**src/rtl/gomoku_move_ctrl.sv**
```systemverilog
// Gomoku move controller: cursor handling, stone placement and a sequential
// win/draw check that walks one cell per cycle along each of four directions.
//
// Handshake: there is no valid/ready pair; every btn_* and new_game input is a
// one-cycle pulse sampled on posedge clk. A btn_* pulse is accepted only in
// PLAY and is dropped, never queued, while busy=1 or in OVER. new_game is
// accepted in every state and takes priority over everything else.
module gomoku_move_ctrl #(
  parameter int MAP_SIZE = 11,
  parameter int WIN_LEN  = 5
) (
  input  logic                                       clk,
  input  logic                                       rst,
  input  logic                                       new_game,
  input  logic                                       btn_up,
  input  logic                                       btn_down,
  input  logic                                       btn_left,
  input  logic                                       btn_right,
  input  logic                                       btn_place,
  output logic [(MAP_SIZE-1)*(MAP_SIZE-1)-1:0]       board_black,
  output logic [(MAP_SIZE-1)*(MAP_SIZE-1)-1:0]       board_white,
  output logic [3:0]                                 cur_row,
  output logic [3:0]                                 cur_col,
  output logic                                       turn,
  output logic                                       busy,
  output logic [1:0]                                 winner,
  output logic                                       err_occupied,
  output logic [2:0]                                 dbg_state
);

  localparam int         N         = MAP_SIZE - 1;
  localparam int         CELLS     = N * N;
  localparam logic [3:0] MAXC      = 4'(N - 1);
  localparam logic [3:0] CENTER    = 4'(N / 2);
  localparam logic [6:0] N7        = 7'(N);
  localparam logic [6:0] CELLS7    = 7'(CELLS);
  localparam logic [3:0] WL        = 4'(WIN_LEN);
  localparam logic [2:0] LAST_STEP = 3'(WIN_LEN - 1);

  typedef enum logic [2:0] {
    PLAY     = 3'd0,
    CHK_FWD  = 3'd1,
    CHK_BWD  = 3'd2,
    CHK_NEXT = 3'd3,
    OVER     = 3'd4
  } state_t;

  state_t             state_q, state_d;
  logic [CELLS-1:0]   board_b_q, board_b_d, board_w_q, board_w_d;
  logic [3:0]         row_q, row_d, col_q, col_d;
  logic               turn_q, turn_d;
  logic [1:0]         winner_q, winner_d;
  logic               err_q, err_d;
  logic [6:0]         moves_q, moves_d;
  logic [3:0]         lrow_q, lrow_d, lcol_q, lcol_d;
  logic               lcolor_q, lcolor_d;
  logic [1:0]         dir_q, dir_d;
  logic [2:0]         step_q, step_d;
  logic [3:0]         cnt_q, cnt_d;

  logic [6:0]         cur_idx;
  logic               occupied;
  logic signed [4:0]  step5, row_off, col_off, pr, pc;
  logic               in_bounds, probe_hit;
  logic [6:0]         probe_idx;
  logic [3:0]         cnt_inc;

  // Cell under the cursor and whether either colour already holds it.
  always_comb begin
    cur_idx  = {3'b000, row_q} * N7 + {3'b000, col_q};
    occupied = board_b_q[cur_idx] | board_w_q[cur_idx];
  end

  // Probe cell at signed offset step along the current direction; the board
  // is only indexed when the coordinate lies inside the grid.
  always_comb begin
    step5   = $signed({2'b00, step_q});
    row_off = '0;
    col_off = '0;
    case (dir_q)
      2'd0:    col_off = step5;
      2'd1:    row_off = step5;
      2'd2:    begin row_off = step5; col_off = step5;  end
      default: begin row_off = step5; col_off = -step5; end
    endcase
    if (state_q == CHK_BWD) begin
      row_off = -row_off;
      col_off = -col_off;
    end
    pr        = $signed({1'b0, lrow_q}) + row_off;
    pc        = $signed({1'b0, lcol_q}) + col_off;
    in_bounds = (pr >= 5'sd0) && (pr <= $signed({1'b0, MAXC})) &&
                (pc >= 5'sd0) && (pc <= $signed({1'b0, MAXC}));
    probe_idx = in_bounds ? ({3'b000, pr[3:0]} * N7 + {3'b000, pc[3:0]}) : 7'd0;
    probe_hit = in_bounds && (lcolor_q ? board_w_q[probe_idx] : board_b_q[probe_idx]);
    cnt_inc   = cnt_q + 4'd1;
  end

  // Next-state and next-data logic for the whole controller.
  always_comb begin
    state_d   = state_q;
    board_b_d = board_b_q;
    board_w_d = board_w_q;
    row_d     = row_q;
    col_d     = col_q;
    turn_d    = turn_q;
    winner_d  = winner_q;
    err_d     = 1'b0;
    moves_d   = moves_q;
    lrow_d    = lrow_q;
    lcol_d    = lcol_q;
    lcolor_d  = lcolor_q;
    dir_d     = dir_q;
    step_d    = step_q;
    cnt_d     = cnt_q;
    if (new_game) begin
      state_d   = PLAY;
      board_b_d = '0;
      board_w_d = '0;
      row_d     = CENTER;
      col_d     = CENTER;
      turn_d    = 1'b0;
      winner_d  = 2'b00;
      moves_d   = '0;
    end else begin
      case (state_q)
        PLAY: begin
          if (btn_place) begin
            if (occupied) begin
              err_d = 1'b1;
            end else begin
              if (turn_q) board_w_d[cur_idx] = 1'b1;
              else        board_b_d[cur_idx] = 1'b1;
              lrow_d   = row_q;
              lcol_d   = col_q;
              lcolor_d = turn_q;
              moves_d  = moves_q + 7'd1;
              dir_d    = 2'd0;
              step_d   = 3'd1;
              cnt_d    = 4'd1;
              state_d  = CHK_FWD;
            end
          end else if (btn_up) begin
            if (row_q != 4'd0) row_d = row_q - 4'd1;
          end else if (btn_down) begin
            if (row_q != MAXC) row_d = row_q + 4'd1;
          end else if (btn_left) begin
            if (col_q != 4'd0) col_d = col_q - 4'd1;
          end else if (btn_right) begin
            if (col_q != MAXC) col_d = col_q + 4'd1;
          end
        end
        CHK_FWD, CHK_BWD: begin
          if (probe_hit && (cnt_inc >= WL)) begin
            winner_d = lcolor_q ? 2'b10 : 2'b01;
            state_d  = OVER;
          end else if (probe_hit && (step_q != LAST_STEP)) begin
            cnt_d  = cnt_inc;
            step_d = step_q + 3'd1;
          end else begin
            if (probe_hit) cnt_d = cnt_inc;
            step_d  = 3'd1;
            state_d = (state_q == CHK_FWD) ? CHK_BWD : CHK_NEXT;
          end
        end
        CHK_NEXT: begin
          if (dir_q == 2'd3) begin
            if (moves_q == CELLS7) begin
              winner_d = 2'b11;
              state_d  = OVER;
            end else begin
              turn_d  = ~turn_q;
              state_d = PLAY;
            end
          end else begin
            dir_d   = dir_q + 2'd1;
            step_d  = 3'd1;
            cnt_d   = 4'd1;
            state_d = CHK_FWD;
          end
        end
        OVER:    state_d = OVER;
        default: state_d = PLAY;
      endcase
    end
  end

  // State and data registers with asynchronous active-low reset.
  always_ff @(posedge clk or negedge rst) begin
    if (!rst) begin
      state_q   <= PLAY;
      board_b_q <= '0;
      board_w_q <= '0;
      row_q     <= CENTER;
      col_q     <= CENTER;
      turn_q    <= 1'b0;
      winner_q  <= 2'b00;
      err_q     <= 1'b0;
      moves_q   <= '0;
      lrow_q    <= '0;
      lcol_q    <= '0;
      lcolor_q  <= 1'b0;
      dir_q     <= '0;
      step_q    <= 3'd1;
      cnt_q     <= 4'd1;
    end else begin
      state_q   <= state_d;
      board_b_q <= board_b_d;
      board_w_q <= board_w_d;
      row_q     <= row_d;
      col_q     <= col_d;
      turn_q    <= turn_d;
      winner_q  <= winner_d;
      err_q     <= err_d;
      moves_q   <= moves_d;
      lrow_q    <= lrow_d;
      lcol_q    <= lcol_d;
      lcolor_q  <= lcolor_d;
      dir_q     <= dir_d;
      step_q    <= step_d;
      cnt_q     <= cnt_d;
    end
  end

  assign board_black  = board_b_q;
  assign board_white  = board_w_q;
  assign cur_row      = row_q;
  assign cur_col      = col_q;
  assign turn         = turn_q;
  assign winner       = winner_q;
  assign err_occupied = err_q;
  assign busy         = (state_q == CHK_FWD) || (state_q == CHK_BWD) || (state_q == CHK_NEXT);
  assign dbg_state    = state_q;

endmodule
```
**config.mk**
```make
export PLATFORM = sky130hd
export DESIGN_NAME = gomoku_move_ctrl
export DESIGN_NICKNAME = d
export VERILOG_FILES = /design/src/rtl/gomoku_move_ctrl.sv
export SDC_FILE = /design/constraint.sdc
export NUM_CORES = 1
export LEC_CHECK = 0
export BUFFER_PORTS_ARGS = -buffer_cell sky130_fd_sc_hd__buf_2
export CORE_MARGIN = 3
export CORE_UTILIZATION = 52
export CTS_CLUSTER_SIZE = 30
export DETAILED_ROUTE_END_ITERATION = 6
export GPL_TIMING_DRIVEN = 0
export MAX_ROUTING_LAYER = met4
export PLACE_DENSITY = 0.86
export REMOVE_ABC_BUFFERS = 1
export SYNTH_ARGS = -nofsm -noshare
export SYNTH_HDL_FRONTEND = slang
export SYNTH_SLANG_ARGS = --single-unit
```
**constraint.sdc**
```tcl
create_clock -name clk -period 5.8 [get_ports clk]
set_input_delay 1.16 -clock clk [delete_from_list [all_inputs] [get_ports clk]]
set_output_delay 1.16 -clock clk [all_outputs]
set_load 0.01 [all_outputs]
```
# Word level (Yosys, flattened, before mapping)
# Cells that the tools add are included.
# op_classes
addsub,15
multipliers,2
magnitude_cmp,8
eq_ne,30
mux,84
n_bitwise,6
reduce_logical,39
# op_table
operator,n
$mux W100,10
$or A100 B100 Y100,2
$mux W4,22
$mux W7,5
$mux W3,11
$bmux W1 S7,4
$ne A3 B3 Y1 const B,7
$ne A2 B2 Y1 const B,10
$reduce_bool A3 Y1,6
$lt A7 B8 Y1 const B,2
$mux W2,8
$reduce_and A4 Y1,4
$mux W1,15
$add A7 B4 Y7,2
$reduce_and A7 Y1,2
$add A4 B1 Y4 const B,3
$mul A4 B3 Y6 const B,2
$ne A4 B4 Y1 const B,3
$pmux W3 S4,1
$pmux W4 S3,1
$reduce_bool A2 Y1,6
$add A5 B5 Y5,2
$ge A5 B1 Y1 const B,2
$le A5 B5 Y1 const B,2
other kinds (31),52
# totals
reg_bits,240
inputBits,8
output_inout_bits,216
word_cells,199

# Logic depth before layout (Yosys ltp)
# Gate-level depths: netlist (run 1).
# logic_depth
word_depth,19
ltp_mapped,26
mapped_depth_nobuf,25

# Worst setup path before layout (run 1)
# No wires, ideal clock.
# synth_path
kind,reg2reg
start,register dir_q[0]
end,register state_q[0] (netlist: dbg_state[0])
setup_time_ns,0.076
t_arrival_ns,5.304
required_time_ns,5.724
slack_ns,0.419
stages_incl_launch_ff,22
path_buffers,4
period_less_slack_ns,5.381
cell_sequence,dfrtp_1 ha_1 clkbuf_1 o31ai_1 ha_1 nor2_1 a21oi_1 fa_1 xor2_1 inv_1 fa_1 clkbuf_1 clkbuf_1 clkbuf_1 mux4_2 a211oi_1 a21oi_1 o32a_1 a32oi_2 nor2_2 a211o_1 o21ai_1
# synth_via
elab_chain_len,18
word_cells_on_any_way,37
classes_between,add/sub: 5; mul: 1; order compare: 4; eq/ne: 4; mux: 14; reduce/logical: 9
# synth_lines
item,line,source
start: declaration,57,"logic [1:0] dir_q, dir_d;"
start signal: assignment,219,dir_q <= dir_d;
branches (longest 18 deep; another with $add A7 B4 Y7),-,
end signal: assignment,207,state_q <= state_d;
end: declaration,48,"state_t state_q, state_d;"
# Parallel ways; which one is timed is not known. The select of a mux whose other input is x is not followed.
# A chain may end at the register's enable or synchronous reset.

# Worst setup path in the final report (run 1)
# layout_path
start,register dir_q[0]
end,register cnt_q[2]
# layout_via
elab_chain_len,18
word_cells_on_any_way,38
classes_between,add/sub: 5; mul: 1; order compare: 4; eq/ne: 6; mux: 13; reduce/logical: 9
# layout_lines
item,line,source
branches (longest 18 deep; another with $add A7 B4 Y7),-,
end signal: assignment,221,cnt_q <= cnt_d;
end: declaration,59,"logic [3:0] cnt_q, cnt_d;"
# Parallel ways; which one is timed is not known. The select of a mux whose other input is x is not followed.

==> results of run 1 <==
==> layout by cell type (no fill, tap or decap), types with 27 or more instances in the layout <==
| cell | count |
|---|---|
| a21oi_1 | 151 |
| buf_2 | 221 |
| buf_4 | 50 |
| clkbuf_16 | 30 |
| dfrtp_1 | 230 |
| ha_1 | 33 |
| inv_1 | 126 |
| mux2i_1 | 40 |
| mux4_2 | 36 |
| nand2_1 | 80 |
| nor2_1 | 182 |
| nor3_1 | 27 |
| o21ai_0 | 49 |
| o22ai_1 | 112 |
==> sequential cells by signal, summed over array words and instances (netlist names), 4 cells and up <==
signal	flops
board_white	100
moves_q	7
cur_col	4
lcol_q	4
board_black	100
cur_row	4
cnt_q	4
lrow_q	4
==> kinds of logic (layout without fill, tap and decap cells) <==
logic type / after synthesis / in the layout / share of synthesized area, %
flops: 240 / 240 / 41.5
compound gates: 476 / 476 / 21.1
simple gates: 424 / 425 / 14.2
fa+ha+maj: 47 / 47 / 4.47
buf+inv: 230 / 465 / 6.52
mux: 99 / 99 / 10.1
xor+xnor: 33 / 33 / 2.10
==> critical path, delay by kind of cell, from the launching register on <==
| kind | cells | cell delay, ns |
|---|---|---|
| compound gates | 8 | 1.64 |
| fa+ha+maj | 4 | 1.48 |
| buf+inv | 2 | 0.35 |
| flops | 1 | 0.42 |
| simple gates | 5 | 1.83 |
==> synthesized netlist by cell type, types with 28 or more instances <==
cell | n | area share [%]
dfrtp_1 | 234 | 40
nor2_1 | 186 | 4.8
a21oi_1 | 158 | 5.5
inv_1 | 128 | 3.3
o22ai_1 | 112 | 4.8
nand2_1 | 82 | 2.1
clkbuf_1 | 56 | 1.5
o21ai_0 | 54 | 1.9
mux2i_1 | 40 | 2.8
ha_1 | 39 | 3.4
mux4_2 | 36 | 5.6
buf_2 | 28 | 0.97
nor3_1 | 28 | 0.97
==> worst max-delay path by stage <==
stage	cells after the start	startpoint	slack, ns	endpoint
after floorplan	21	step_q[0]	0.08	cnt_q[2]
after global placement	13	cur_row[0]	-2.60	board_black[36]
after detailed placement	22	step_q[0]	-1.30	cnt_q[1]
after CTS	15	cur_row[0]	-0.38	board_black[91]
after global routing	23	dir_q[0]	-0.14	cnt_q[2]
final	19	dir_q[0]	-0.08	cnt_q[2]
==> metal layers <==
| layer | GRT usage, % | vias to the layer above |
|---|---|---|
| li1 | - | 6077 |
| met1 | 45.1 | 7154 |
| met2 | 53.1 | 1347 |
| met3 | 9.99 | 330 |
| met4 | 18.1 | 0 |
| met5 | - | - |
==> through the flow <==
stage / area [um2] / setup TNS (ns) / setup slack, ns / hold slack (ns)
floorplan: 14000 / 0 / 0.0843 / 0.487
global placement: 15600 / -653.89 / -2.60 / 0.499
detailed placement: 15900 / -68.92 / -1.30 / 0.503
CTS: 17200 / -14.78 / -0.375 / 0.513
global route: 17600 / -1.03 / -0.137 / 0.546
finish: 17600 / -0.874 / -0.0810 / 0.515
==> final cells by class <==
cell class	instances	area (um2)	share of cell area [%]
Multi-Input combinational cell	1080	7950	45.1
Clock buffer	36	822	4.66
Timing Repair Buffer	285	1760	9.99
Clock inverter	16	129	0.730
Inverter	128	488	2.77
Sequential cell	240	6020	34.1
Tap cell	372	465	2.64
==> what timing repair did <==
item	in CTS	in global routing
setup buffers	27	26
hold endpoints to repair	0	0
cloned	0	2
pin swaps	17	21
gates resized for setup	31	49
setup endpoints to repair	212	136
==> flow_metrics.tcl, run 1 <==
set metrics [dict create \
    global_route.overflow_total 0 \
    routed.top_layer "met4" \
    port-buffer-count 223 \
    fp.dieH_um 173 \
    met1_length_mm 19.4 \
    cts_tree "yes" \
    finalNetCount 1818 \
    clock_tree.htree_level_count 1 \
    antenna_found_initial 0 \
    timing.hold.worst_endpoint "winner[0]" \
    finish.cell_count_without_fillers 2157 \
    dp_cells 2049 \
    ys_dominant_reg_cell "dfrtp_1" \
    number_of_enable_flip_flop_cells_after_synthesis 0 \
    cts_inserted_buffers 28 \
    grt_first_pass_wirelength_mm 82.4 \
    cts.path.max_buffers 3 \
    worstSkewPairLatency_ns 0.57 \
    final.period_utilization_pct 101 \
    worstHoldPathType "reg2reg" \
    detail_route.first_pass.iterations 7 \
    detailedPlacementHpwl_mm 35.6 \
    yosysWarningCount 0 \
    worst_r2r_startpoint "dir_q[0]" \
    cpMostUsedCell "nor2_1" \
    antenna_cells_inserted 0 \
    max_cap_viols 0 \
    crit_chain "buf_4, ha_2, o31ai_2, ha_1, nor2_1, a21oi_2, fa_2, ha_4, buf_12, nor2_1, a221oi_1, nor2_1, a21oi_1, nor4_1, o32a_1, a32oi_4, nor4b_4, o21ai_0, a22o_1" \
    cts_root_buf "clkbuf_16" \
    synthCells 1549 \
    worst_clock_skew_ns 0.0183 \
    clk_pin_slew_worst_paths_ns 0.07 \
    viasPerCell 6.91 \
    holdBufCountCts 0 \
    max_clock_freq_mhz 170 \
    die_w_um 173 \
    start_kind "flip-flop" \
    layout_stage_area_growth_over_the_synthesis_result_pct 21.7 \
    crit_path_end_kind "flip-flop" \
    via_count 14900 \
    timing_worst_setup_path_type "reg2reg" \
    timing.reg2reg.setup_slack_ns -0.08 \
    place.gp.congestion 1.02 \
    wl_met3_mm 8.21 \
    final_core_utilization_pct 64.9 \
    n_fill_cell 2112 \
    synth_cell_types 89 \
    synth_async_sr_flop_share_pct 100 \
    worst_hold_startpoint "winner[0]" \
    run_status "finished, violations left" \
    finalWorstPathRequiredPeriod_ns 5.88 \
    num_ports 224 \
    synth.yosys.seq_area_share_pct 41.5 \
    syn_avg_cell_area_um2 9.36 \
    dr.first_iter.drc_count 2357 \
    r2r.worst_path.cells 19 \
    whs_path_depth 2 \
    floorplan.initialDensity_pct 53.3 \
    die-area_um2 29900 \
    vias_in_the_first_global_route 14000 \
    global_routing_usage_summed_across_all_routing_layers_pct 35.8 \
    ys_seq_elements 240 \
    timing_worst_slew_pin_value_ns 1.42 \
    grt_max_degree 126 \
    setup_viol 30 \
    critical_path_arrival_ns 6.33 \
    wl_met2_mm 24.2 \
    post_syn_area_um2 14500 \
    r2r_end "cnt_q[2]" \
    route.final.wire_length_mm 55.8 \
    number_of_failing_hold_endpoints_at_the_final_stage 0 \
    required_ns 6.25 \
    core-area_um2 27200 \
    cp_max_fo 30 \
    failed_checks "design-rule violations, negative setup slack" \
    post_drt_wl_per_cell_um 25.9 \
    ant_nets 0 \
    postLayoutSetupSlackWorst_ns -0.0810 \
    stage_delay_of_the_slowest_cell_on_the_critical_path_ns 0.88 \
    cp_slowest_cell "nor2_1" \
    remaining_drc_errors 42 \
    final_layout_size_suffix_gt1_share_pct 27.2 \
    slew_headroom_pct 4.76 \
    maxSlewViolCount 0 \
    tritoncts_num_sinks 240 \
    std_cell_rows 60 \
]
Power of run 1 is not shown: default switching activity piles up to over one toggle a cycle in this logic, so the estimate is an artifact.
==> inputs of run 2 (changes only) <==
- RECOVER_POWER: unset -> 25
==> flow_metrics.tcl, run 2 (same netlist as run 1, synthesis figures left out) <==
set metrics [dict create \
    setup_viol 13 \
    finish.cell_count_without_fillers 2158 \
    maxSlewViolCount 243 \
    dpl_cell_area_um2 15900 \
    detailedPlacementHpwl_mm 35.6 \
    post_drt_wl_per_cell_um 25.8 \
    slew_headroom_pct -98.8 \
    finalWorstPathRequiredPeriod_ns 5.84 \
    worst_hold_startpoint "winner[0]" \
    die-area_um2 29900 \
    crit_start "cur_col[1]" \
    ant_nets 0 \
    global_route.overflow_total 0 \
    holdBufCountCts 0 \
    postLayoutSetupSlackWorst_ns -0.0438 \
    crit_path_end_kind "flip-flop" \
    via_count 14900 \
    global_routing_usage_summed_across_all_routing_layers_pct 35.8 \
    core-area_um2 27200 \
    num_ports 224 \
    floorplan.initialDensity_pct 53.3 \
    worst_clock_skew_ns 0.0171 \
    dr.first_iter.drc_count 2359 \
    worst_r2r_startpoint "cur_col[1]" \
    clk_pin_slew_worst_paths_ns 0.07 \
    number_of_failing_hold_endpoints_at_the_final_stage 0 \
    vias_in_the_first_global_route 14000 \
    timing_worst_slew_pin_value_ns 2.98 \
    fin_setup_tns_ns -0.271 \
    die_w_um 173 \
    critical_path_arrival_ns 6.30 \
    fp.dieH_um 173 \
    worstHoldPathType "reg2reg" \
    place.gp.congestion 1.02 \
    tritoncts_num_sinks 240 \
    layout_stage_area_growth_over_the_synthesis_result_pct 21.5 \
    design_area_um2 17600 \
    cts.path.max_buffers 3 \
    final.period_utilization_pct 101 \
    worstSkewPairLatency_ns 0.56 \
    port-buffer-count 223 \
    failed_checks "design-rule violations, max-capacitance violations, max-slew violations, negative setup slack" \
    start_kind "flip-flop" \
    route.final.wire_length_mm 55.7 \
    final_layout_size_suffix_gt1_share_pct 27.2 \
    finalNetCount 1818 \
    cts_tree "yes" \
    grt_max_degree 126 \
    clock_tree.htree_level_count 1 \
    grt_first_pass_wirelength_mm 82.4 \
    max_clock_freq_mhz 171 \
    timing_worst_setup_path_type "reg2reg" \
    cts_root_buf "clkbuf_16" \
    cts_inserted_buffers 28 \
    dp_cells 2049 \
    max_cap_viols 2 \
    run_status "finished, violations left" \
    std_cell_rows 60 \
    viasPerCell 6.89 \
    layout.cells.most_common_list "dfrtp_1 (230), buf_2 (221), nor2_1 (182)" \
    fin_worst_hold_slack_ns 0.519 \
    required_ns 6.26 \
    antenna_found_initial 0 \
    final_common_cell "dfrtp_1" \
    detail_route.first_pass.iterations 7 \
    cp_max_fo 33 \
    remaining_drc_errors 13 \
]
[run 2: cell count changes in the layout (fill, tap and decap cells not counted), sizes merged]
cell	delta
buf	-2
clkbuf	+2
diode	+1
[run 2: final timing paths]
path / to / cells after the start / slack, ns
min in group asynchronous: cur_row[3] / 1 / 1.53
max in group asynchronous: board_black[76] / 2 / 1.10
setup / recovery: board_white[94] / 14 / -0.04
hold / removal: winner[0] / 2 / 0.52
hold reg to reg: winner[0] / 2 / 0.52
setup reg to reg: board_white[94] / 14 / -0.04
[run 2: critical path: stages (launching register included)]
cell	delay [ns]
dfrtp_1	0.49
ha_4	0.22
fa_2	0.89
buf_12	0.29
clkinvlp_4	0.49
a21oi_1	0.29
a2111oi_1	0.15
o311ai_0	0.60
a211oi_1	0.19
a221oi_2	0.32
o311ai_4	0.24
nor4_4	0.39
nand2_1	0.13
or3_1	0.74
o22ai_1	0.27
[run 2: through the flow]
stage / util [%] / worst slack (ns)
2_1_floorplan: - / 0.0843
3_3_place_gp: 57.5 / -2.60
3_5_place_dp: 58.3 / -1.30
4_1_cts: 63.2 / -0.375
5_1_grt: 64.8 / -0.137
6_report: 64.8 / -0.0438
[run 2: what timing repair did]
action / CTS / global route
endpoints found under the setup margin: 212 / 136
gates resized for setup: 31 / 49
setup buffers: 27 / 26
cloned: 0 / 2
pin swaps: 17 / 21
[run 2: per-layer routing]
metal / up-vias / wire (um) / track usage, %
met5: - / 0 / -
met4: 0 / 3900 / 18.1
met3: 332 / 7980 / 9.99
met2: 1329 / 24300 / 53.1
met1: 7135 / 19500 / 45.1
li1: 6078 / - / -
[run 2: area by class of cell]
cell class / instances / area (um2)
Clock inverter: 16 / 129
Multi-Input combinational cell: 1080 / 7950
Inverter: 128 / 488
Tap cell: 372 / 465
Sequential cell: 240 / 6020
Fill cell: 2114 / 9560
Timing Repair Buffer: 285 / 1730
Clock buffer: 36 / 822
Antenna cell: 1 / 2.50
Power of run 2 is left out for the same reason.
